<file path="config.mk">
export PLATFORM = sky130hd
export DESIGN_NAME = tile_rd_addr_gen
export DESIGN_NICKNAME = d
export VERILOG_FILES = /design/src/rtl/tile_rd_addr_gen.sv
export SDC_FILE = /design/constraint.sdc
export NUM_CORES = 1
export LEC_CHECK = 0
export CAP_MARGIN = 30
export CORE_UTILIZATION = 35
export CTS_BUF_LIST = sky130_fd_sc_hd__clkbuf_8 sky130_fd_sc_hd__clkbuf_16
export DETAILED_ROUTE_END_ITERATION = 8
export HOLD_SLACK_MARGIN = 0.02
export SLEW_MARGIN = 25
export SYNTH_ARGS = -nofsm -noshare
export SYNTH_HDL_FRONTEND = slang
export SYNTH_SLANG_ARGS = --single-unit
</file>
<file path="constraint.sdc">
create_clock -name clk -period 5.3 [get_ports clk]
set_clock_uncertainty 0.15 [all_clocks]
set_input_delay 1.06 -clock clk [delete_from_list [all_inputs] [get_ports clk]]
set_output_delay 1.06 -clock clk [all_outputs]
set_load 0.02 [all_outputs]
</file>
<file path="src/rtl/tile_rd_addr_gen.sv">
// Avalon-MM read master that walks a 2-D tile: N1_MAX rows of N0_MAX words,
// one single-word read per address. Returned beats are only counted.
module tile_rd_addr_gen #(
    parameter int AW       = 32,
    parameter int CW       = 16,
    parameter int N0_MAX   = 64,
    parameter int N1_MAX   = 16,
    parameter int BYTES    = 4,
    parameter int MAX_PEND = 16
) (
    input  logic          clk,
    input  logic          rst_n,
    input  logic          start_i,
    input  logic [AW-1:0] base_addr_i,
    input  logic [AW-1:0] row_stride_i,
    input  logic          fifo_almost_full_i,
    output logic [AW-1:0] avm_address_o,
    output logic          avm_read_o,
    input  logic          avm_waitrequest_i,
    input  logic          avm_readdatavalid_i,
    output logic          busy_o,
    output logic          done_o
);
    localparam int PW = $clog2(MAX_PEND + 1);

    typedef enum logic [1:0] {S_IDLE, S_ISSUE, S_DRAIN} state_t;

    state_t        state_q, state_d;
    logic [AW-1:0] row_base_q, row_base_d;
    logic [AW-1:0] col_off_q, col_off_d;
    logic [AW-1:0] stride_q, stride_d;
    logic [CW-1:0] col_q, col_d;
    logic [CW-1:0] row_q, row_d;
    logic [PW-1:0] pend_q, pend_d;
    logic [AW-1:0] addr_q, addr_d;
    logic          read_q, read_d;
    logic          busy_q, busy_d;
    logic          done_q, done_d;

    logic accept, dec, last, can_raise;

    always_comb begin
        accept    = read_q & ~avm_waitrequest_i;
        // a beat with nothing outstanding is ignored so the counter cannot underflow
        dec       = avm_readdatavalid_i & (pend_q != '0);
        pend_d    = pend_q + {{(PW-1){1'b0}}, accept} - {{(PW-1){1'b0}}, dec};
        last      = (row_q == CW'(N1_MAX - 1)) && (col_q == CW'(N0_MAX - 1));
        can_raise = (pend_d < PW'(MAX_PEND)) && !fifo_almost_full_i;

        state_d    = state_q;
        row_base_d = row_base_q;
        col_off_d  = col_off_q;
        stride_d   = stride_q;
        col_d      = col_q;
        row_d      = row_q;
        read_d     = read_q;
        busy_d     = busy_q;
        done_d     = 1'b0;

        case (state_q)
            S_IDLE: begin
                if (start_i) begin
                    stride_d   = row_stride_i;
                    row_base_d = base_addr_i;
                    col_off_d  = '0;
                    col_d      = '0;
                    row_d      = '0;
                    busy_d     = 1'b1;
                    state_d    = S_ISSUE;
                end
            end
            S_ISSUE: begin
                if (accept) begin
                    if (last) begin
                        read_d  = 1'b0;
                        state_d = S_DRAIN;
                    end else begin
                        if (col_q == CW'(N0_MAX - 1)) begin
                            col_d      = '0;
                            col_off_d  = '0;
                            row_d      = row_q + 1'b1;
                            row_base_d = row_base_q + stride_q;
                        end else begin
                            col_d     = col_q + 1'b1;
                            col_off_d = col_off_q + AW'(BYTES);
                        end
                        read_d = can_raise;
                    end
                end else if (!read_q) begin
                    // a raised request is never withdrawn, so throttles only gate raising
                    read_d = can_raise;
                end
            end
            S_DRAIN: begin
                read_d = 1'b0;
                if (pend_d == '0) begin
                    done_d  = 1'b1;
                    busy_d  = 1'b0;
                    state_d = S_IDLE;
                end
            end
            default: state_d = S_IDLE;
        endcase

        // counters only move on accept, so this holds the address while stalled
        addr_d = row_base_d + col_off_d;
    end

    always_ff @(posedge clk or negedge rst_n) begin
        if (!rst_n) begin
            state_q    <= S_IDLE;
            row_base_q <= '0;
            col_off_q  <= '0;
            stride_q   <= '0;
            col_q      <= '0;
            row_q      <= '0;
            pend_q     <= '0;
            addr_q     <= '0;
            read_q     <= 1'b0;
            busy_q     <= 1'b0;
            done_q     <= 1'b0;
        end else begin
            state_q    <= state_d;
            row_base_q <= row_base_d;
            col_off_q  <= col_off_d;
            stride_q   <= stride_d;
            col_q      <= col_d;
            row_q      <= row_d;
            pend_q     <= pend_d;
            addr_q     <= addr_d;
            read_q     <= read_d;
            busy_q     <= busy_d;
            done_q     <= done_d;
        end
    end

    assign avm_address_o = addr_q;
    assign avm_read_o    = read_q;
    assign busy_o        = busy_q;
    assign done_o        = done_q;

endmodule
</file>
==> results.yml, run 1 <==
drt:
  wl_um: 31040
  ant_nets: 0
  route.vias.total: 9682
  route.detailed.drc: 0
  wl_per_cell_um: 17.83
  drtIter0Drc: 592
  vias_per_cell: 5.561
  dr.pass1.iters: 7
cts:
  cts_buffers: 17
  cts.sinks: 170
  cts-htree-levels: 4
  clkTransAtPathRegs_ps: 60
  cts_tree: "done"
  hold_buffers: 0
  clockRootBuffer: "clkbuf_16"
  clk_latency_ps: 440
  clockBufferDepth: 2
  post_cts_buffers: 0
power:
  ir_worst_vdd_v: 0.0002342
  total_power_uw: 3731
  p_per_area_nw_per_um2: 277.9
  p_leak_uw: 0.006225
layout:
  antenna_cells: 0
  layout.cells.most_common: "dfrtp_1"
  nNetsFinal: 1480
  final_cell_mix: "dfrtp_1 (170), o21ai_0 (113), nand2_1 (104)"
  finish.utilization_pct: 43.66
  syn_to_final_growth_pct: 21.97
  drive_gt1_share_pct: 10.78
  final_cells: 1741
grt:
  overflow: 0
  antenna_found_initial: 0
  grt_first_pass_wirelength_um: 49320
  grt_pass1_vias: 9202
  globalRouteTotalUtil_pct: 19.97
  grt_max_degree: 102
placed_design:
  gp_congestion: 0.9246
  port_buffers: 104
  placed_cells: 1710
  pre_cts_slack_ps: 111.4
  hpwl_um: 22940
yosys:
  yosysWarningCount: 0
  synth.distinct_cells: 69
  synth_fp_nets: 1347
  async_reset_ff_share_pct: 100.0
  synth_edf_count: 0
  synth_seq_cells: 170
  synthesis.area_um2: 11010
  syn_avg_cell_area_um2: 9.173
  ys_seq_area_share_pct: 38.65
  syn_inst: 1200
  synthFlopType: "dfrtp_1"
floorplan:
  die_w_um: 179.3
  start_util_pct: 35.80
  die_h_um: 179.3
  io_pins: 105
  core-area_um2: 30750
  fp.dieArea_um2: 32160
  rows: 64
critical_path:
  critPathRequiredTime_ps: 5510
  start_kind: "flop"
  worstPathMaxFanout: 6
  critPathKind: "flop to flop"
  critPathArrivalTime_ps: 5190
  rr_worst_depth: 20
  setup.worst_path.end_class: "flop"
sta:
  rsz0062_at_grt: "no"
  setup_slack_ps: 320.6
  setup_viol: 0
  post-route-period-util_pct: 93.95
  worst_pin_slew_ps: 881.5
  hold_violations: 0
  fin_tns_setup_ps: 0
  slew_headroom_pct: 41.02
  clock.fmax_ghz: 0.2008
  slew_viol_final: 0
  fin_crit_ps: 4979
status:
  status: "complete, no violations"
worst_hold_path:
  hold_path_depth: 1
  min_path_type: "flop to flop"
job:
  maxCapViolCount: 0
## worst max-delay path, stage by stage (launching register included)
cell and delay [ps]:
dfrtp_1 410, ha_1 390, nand4_1 160, nor2_1 320, nand4_1 330, a31oi_1 390, o21a_1 330, nor2_1 110
xor2_1 140, o21ai_0 90, a221o_1 340, ha_1 260, a21o_1 170, a21o_1 170, a21o_1 180, a21o_1 170
a21oi_1 130, o21ai_0 110, a41oi_1 210, xor2_1 190, xnor2_1 130
## what timing repair did
item,4_1_cts,5_1_grt
endpoints found under the hold margin,0,0
setup endpoints to repair,0,8
resized for setup,0,10
## logic make-up (layout without fill, tap and decap cells)
group                    Yosys count  count (layout)  synth area share, %
XOR/XNOR                          73              73                5.808
buffers and inverters             96             241                3.353
multiplexers                      52              52                5.092
AO/OA/AOI/OAI                    381             381                21.72
flip-flops                       170             170                38.65
adder cells (fa/ha/maj)           77              77                8.957
AND/OR/NAND/NOR                  351             351                16.42
## flip-flops by register name (all words and copies together), names as in the netlist
signal	cells
avm_address_o	32
col_off_q	32
row_base_q	32
stride_q	32
col_q	16
row_q	16
pend_q	5
state_q	2
avm_read_o	1
busy_o	1
done_o	1
## power by group
group	internal (µW)	leakage (µW)	switching (µW)
registers	1420	0.00217	88.4
clock network	727	0.000282	534
logic	444	0.00377	517
## routing by layer
layer  wire length, µm  GRT usage, %
met5                 0             0
met4               637         6.583
met3              1664         3.671
met2             14110         31.09
met1             14630         27.85
## cell usage after synthesis (9+ instances only)
library cell | n | area [µm²]
a21o_1 | 44 | 330.3
a21oi_1 | 96 | 480.5
a22o_1 | 19 | 166.4
a22oi_1 | 10 | 75.07
a31oi_1 | 18 | 112.6
and2_1 | 10 | 62.56
and3_1 | 21 | 131.4
clkbuf_1 | 43 | 161.4
dfrtp_1 | 170 | 4254
ha_1 | 74 | 925.9
inv_1 | 48 | 180.2
mux2_2 | 32 | 360.4
mux2i_1 | 20 | 200.2
nand2_1 | 104 | 390.4
nand3_1 | 39 | 195.2
nand4_1 | 24 | 150.1
nor2_1 | 72 | 270.3
nor2b_1 | 12 | 75.07
nor3_1 | 16 | 80.08
nor4_1 | 13 | 81.33
o211ai_1 | 9 | 67.56
o21ai_0 | 117 | 585.6
xnor2_1 | 38 | 332.8
xor2_1 | 35 | 306.5
## path summary, 6_finish.rpt
| check | startpoint | end | slack [ps] |
|---|---|---|---|
| hold reg to reg | col_off_q[0] | col_off_q[0] | 350 |
| hold / removal | col_off_q[0] | col_off_q[0] | 350 |
| min in group asynchronous | rst_n | stride_q[27] | 470 |
| setup reg to reg | row_base_q[17] | avm_address_o[31] | 320 |
| max in group asynchronous | rst_n | row_base_q[8] | 3540 |
| setup / recovery | row_base_q[17] | avm_address_o[31] | 320 |
## area by class of cell
type                            count  area, µm²
Inverter                           48      180.2
Timing Repair Buffer              162       1490
Tap cell                          396      495.5
Multi-Input combinational cell    934       6419
Clock inverter                     11      121.4
Sequential cell                   170       4254
Clock buffer                       20      466.7
Fill cell                        3038      17320
## through the flow
| step | cell area (µm²) | hold WS (ps) |
|---|---|---|
| global placement | 12820 | 320.9 |
| CTS | 13400 | 347.6 |
| finish | 13430 | 346.1 |
| floorplan | 11010 | 303.6 |
| global route | 13430 | 376.5 |
| detailed placement | 12820 | 329.1 |
Power figures use the tool's default switching activity.
==> inputs of run 2 (changes only) <==
--- a/config.mk
+++ b/config.mk
@@ -9,6 +9,7 @@
 export CORE_UTILIZATION = 35
 export CTS_BUF_LIST = sky130_fd_sc_hd__clkbuf_8 sky130_fd_sc_hd__clkbuf_16
 export DETAILED_ROUTE_END_ITERATION = 8
+export DONT_BUFFER_PORTS = 1
 export HOLD_SLACK_MARGIN = 0.02
 export SLEW_MARGIN = 25
 export SYNTH_ARGS = -nofsm -noshare
==> results.yml, run 2 (synthesis gave the netlist of run 1 again) <==
layout:
  drive_gt1_share_pct: 10.28
  layout.cells.most_common: "dfrtp_1"
  final_cells: 1612
  nNetsFinal: 1350
  final_cell_mix: "dfrtp_1 (170), o21ai_0 (115), nand2_1 (104)"
  antenna_cells: 0
  final_area_um2: 12200
  syn_to_final_growth_pct: 10.84
grt:
  grt_max_degree: 171
  use_met1_pct: 27.36
  busiest_layer: "met2"
  grt_first_pass_wirelength_um: 48970
  met3_usage_pct: 3.650
  overflow: 0
  grtUsageMet2_pct: 30.87
  globalRouteTotalUtil_pct: 19.77
  grt_pass1_vias: 9066
  antenna_found_initial: 0
power:
  swShare_pct: 33.02
  p_seq_share_pct: 44.3
  combPwrFrac_pct: 19.9
  p_per_area_nw_per_um2: 289.5
  p_int_uw: 2366
  netSwitchingPower_uw: 1167
  ir_worst_vdd_v: 0.0002026
  clkPwrFrac_pct: 35.8
  total_power_uw: 3533
  p_leak_uw: 0.005700
worst_hold_path:
  min_path_type: "input port to asynchronous set/reset pin"
drt:
  dr.pass1.iters: 7
  drtIter0Drc: 634
  wl_per_cell_um: 18.77
  ant_nets: 0
  route.vias.total: 9119
  wl_um: 30260
  route.detailed.drc: 2
  vias_per_cell: 5.657
cts:
  clkTransAtPathRegs_ps: 70
  cts_tree: "done"
  clk_latency_ps: 450
  clockBufferDepth: 2
  cts-htree-levels: 4
  cts.sinks: 170
  cts_buffers: 17
  clockRootBuffer: "clkbuf_16"
  post_cts_buffers: 0
  hold_buffers: 0
status:
  violations: "design-rule violations"
  status: "finished with violations"
placed_design:
  dpl_cell_area_um2: 11580
  hpwl_um: 21820
  port_buffers: 0
  gp_congestion: 0.9014
  placed_cells: 1580
  pre_cts_slack_ps: 161.7
floorplan:
  start_util_pct: 35.80
  core-area_um2: 30750
  die_h_um: 179.3
  rows: 64
  die_w_um: 179.3
  fp.dieArea_um2: 32160
  io_pins: 105
sta:
  hold_violations: 0
  worst_pin_slew_ps: 633.9
  post-route-period-util_pct: 94.58
  clock.fmax_ghz: 0.1995
  fin_crit_ps: 5013
  rsz0062_at_grt: "yes"
  setup_slack_ps: 287.2
  slew_viol_final: 0
  fin_tns_setup_ps: 0
  slew_headroom_pct: 57.29
  setup_viol: 0
critical_path:
  startpoint: "row_base_q[0]"
  rr_startpoint: "row_base_q[0]"
  rr_worst_depth: 23
  setup.worst_path.end_class: "flop"
  critPathRequiredTime_ps: 5520
  critPathArrivalTime_ps: 5230
  crit_end: "avm_address_o[31]"
  reg2reg_slack_ps: 290
  critPathKind: "flop to flop"
  r2r-end: "avm_address_o[31]"
  start_kind: "flop"
  worstPathMaxFanout: 4
job:
  maxCapViolCount: 0
## run 2: cell types whose count changed in the layout (fill, tap and decap cells not counted), moves of 3 or more
cell	delta
clkdlybuf4s50_1	-103
buf_4	-25
inv_6	+4
a21oi_2	-3
clkinvlp_4	-3
inv_8	+3
o21ai_1	-3
## run 2: worst min-delay path by stage
stage / from / endpoint / slack (ps)
2_1_floorplan: col_off_q[0] / col_off_q[0] / 300
3_3_place_gp: col_off_q[0] / col_off_q[0] / 320
3_5_place_dp: col_off_q[0] / col_off_q[0] / 330
4_1_cts: rst_n / row_base_q[30] / 140
5_1_grt: rst_n / row_base_q[30] / 140
6_report: rst_n / avm_address_o[25] / 170
## run 2: final cells by class
| type | instances | area [µm²] |
|---|---|---|
| multi-input cells | 934 | 6451 |
| inverters | 48 | 180.2 |
| clock buffers | 19 | 452.9 |
| repair buffers | 32 | 240.2 |
| fillers | 3092 | 18550 |
| flip-flops and latches | 170 | 4254 |
| clock inverters | 13 | 127.6 |
| well taps | 396 | 495.5 |
## run 2: worst max-delay path, cell delays in order, from the launching register on
cell and delay, ps:
dfrtp_1 410, ha_1 240, inv_1 70, fa_1 390, nor2b_1 160, o21ai_2 80
a21o_1 230, a21oi_1 230, o31ai_1 110, buf_4 150, o221ai_1 340, a311oi_2 180
mux2i_1 190, o21ai_1 110, ha_1 320, a21o_1 190, a21o_1 170, a21o_1 190
a21o_1 180, a21oi_1 150, o21ai_0 130, a41oi_2 210, xor2_1 210, xnor2_1 130
## run 2: per-layer routing
| layer | part of all wire [%] | routed length (µm) | vias up |
|---|---|---|---|
| li1 | - | - | 4439 |
| met1 | 47 | 14300 | 4399 |
| met2 | 46 | 13790 | 236 |
| met3 | 5.0 | 1523 | 45 |
| met4 | 2.1 | 649 | 0 |
| met5 | 0 | 0 | - |
## run 2: repair_timing
action	4_1_cts	5_1_grt
endpoints found under the hold margin	0	0
resized for setup	0	11
endpoints found under the setup margin	0	4
## run 2: per-stage QoR
stage / utilization (%) / hold WS (ps)
CTS: 39.54 / 144.3
global route: 39.68 / 144.6
detailed placement: 37.65 / 329.3
floorplan: - / 303.6
global placement: 37.65 / 323.6
finish: 39.68 / 173.1
## run 2: power groups by stage
| stage | sequential [µW] | clock [µW] | combinational [µW] |
|---|---|---|---|
| after detailed placement | 1590 | 0 | 696 |
| final | 1560 | 1260 | 704 |
| after global routing | 1580 | 1350 | 792 |
| after floorplan | 1560 | 0 | 545 |
| after CTS | 1570 | 1300 | 700 |
| after global placement | 1590 | 0 | 678 |
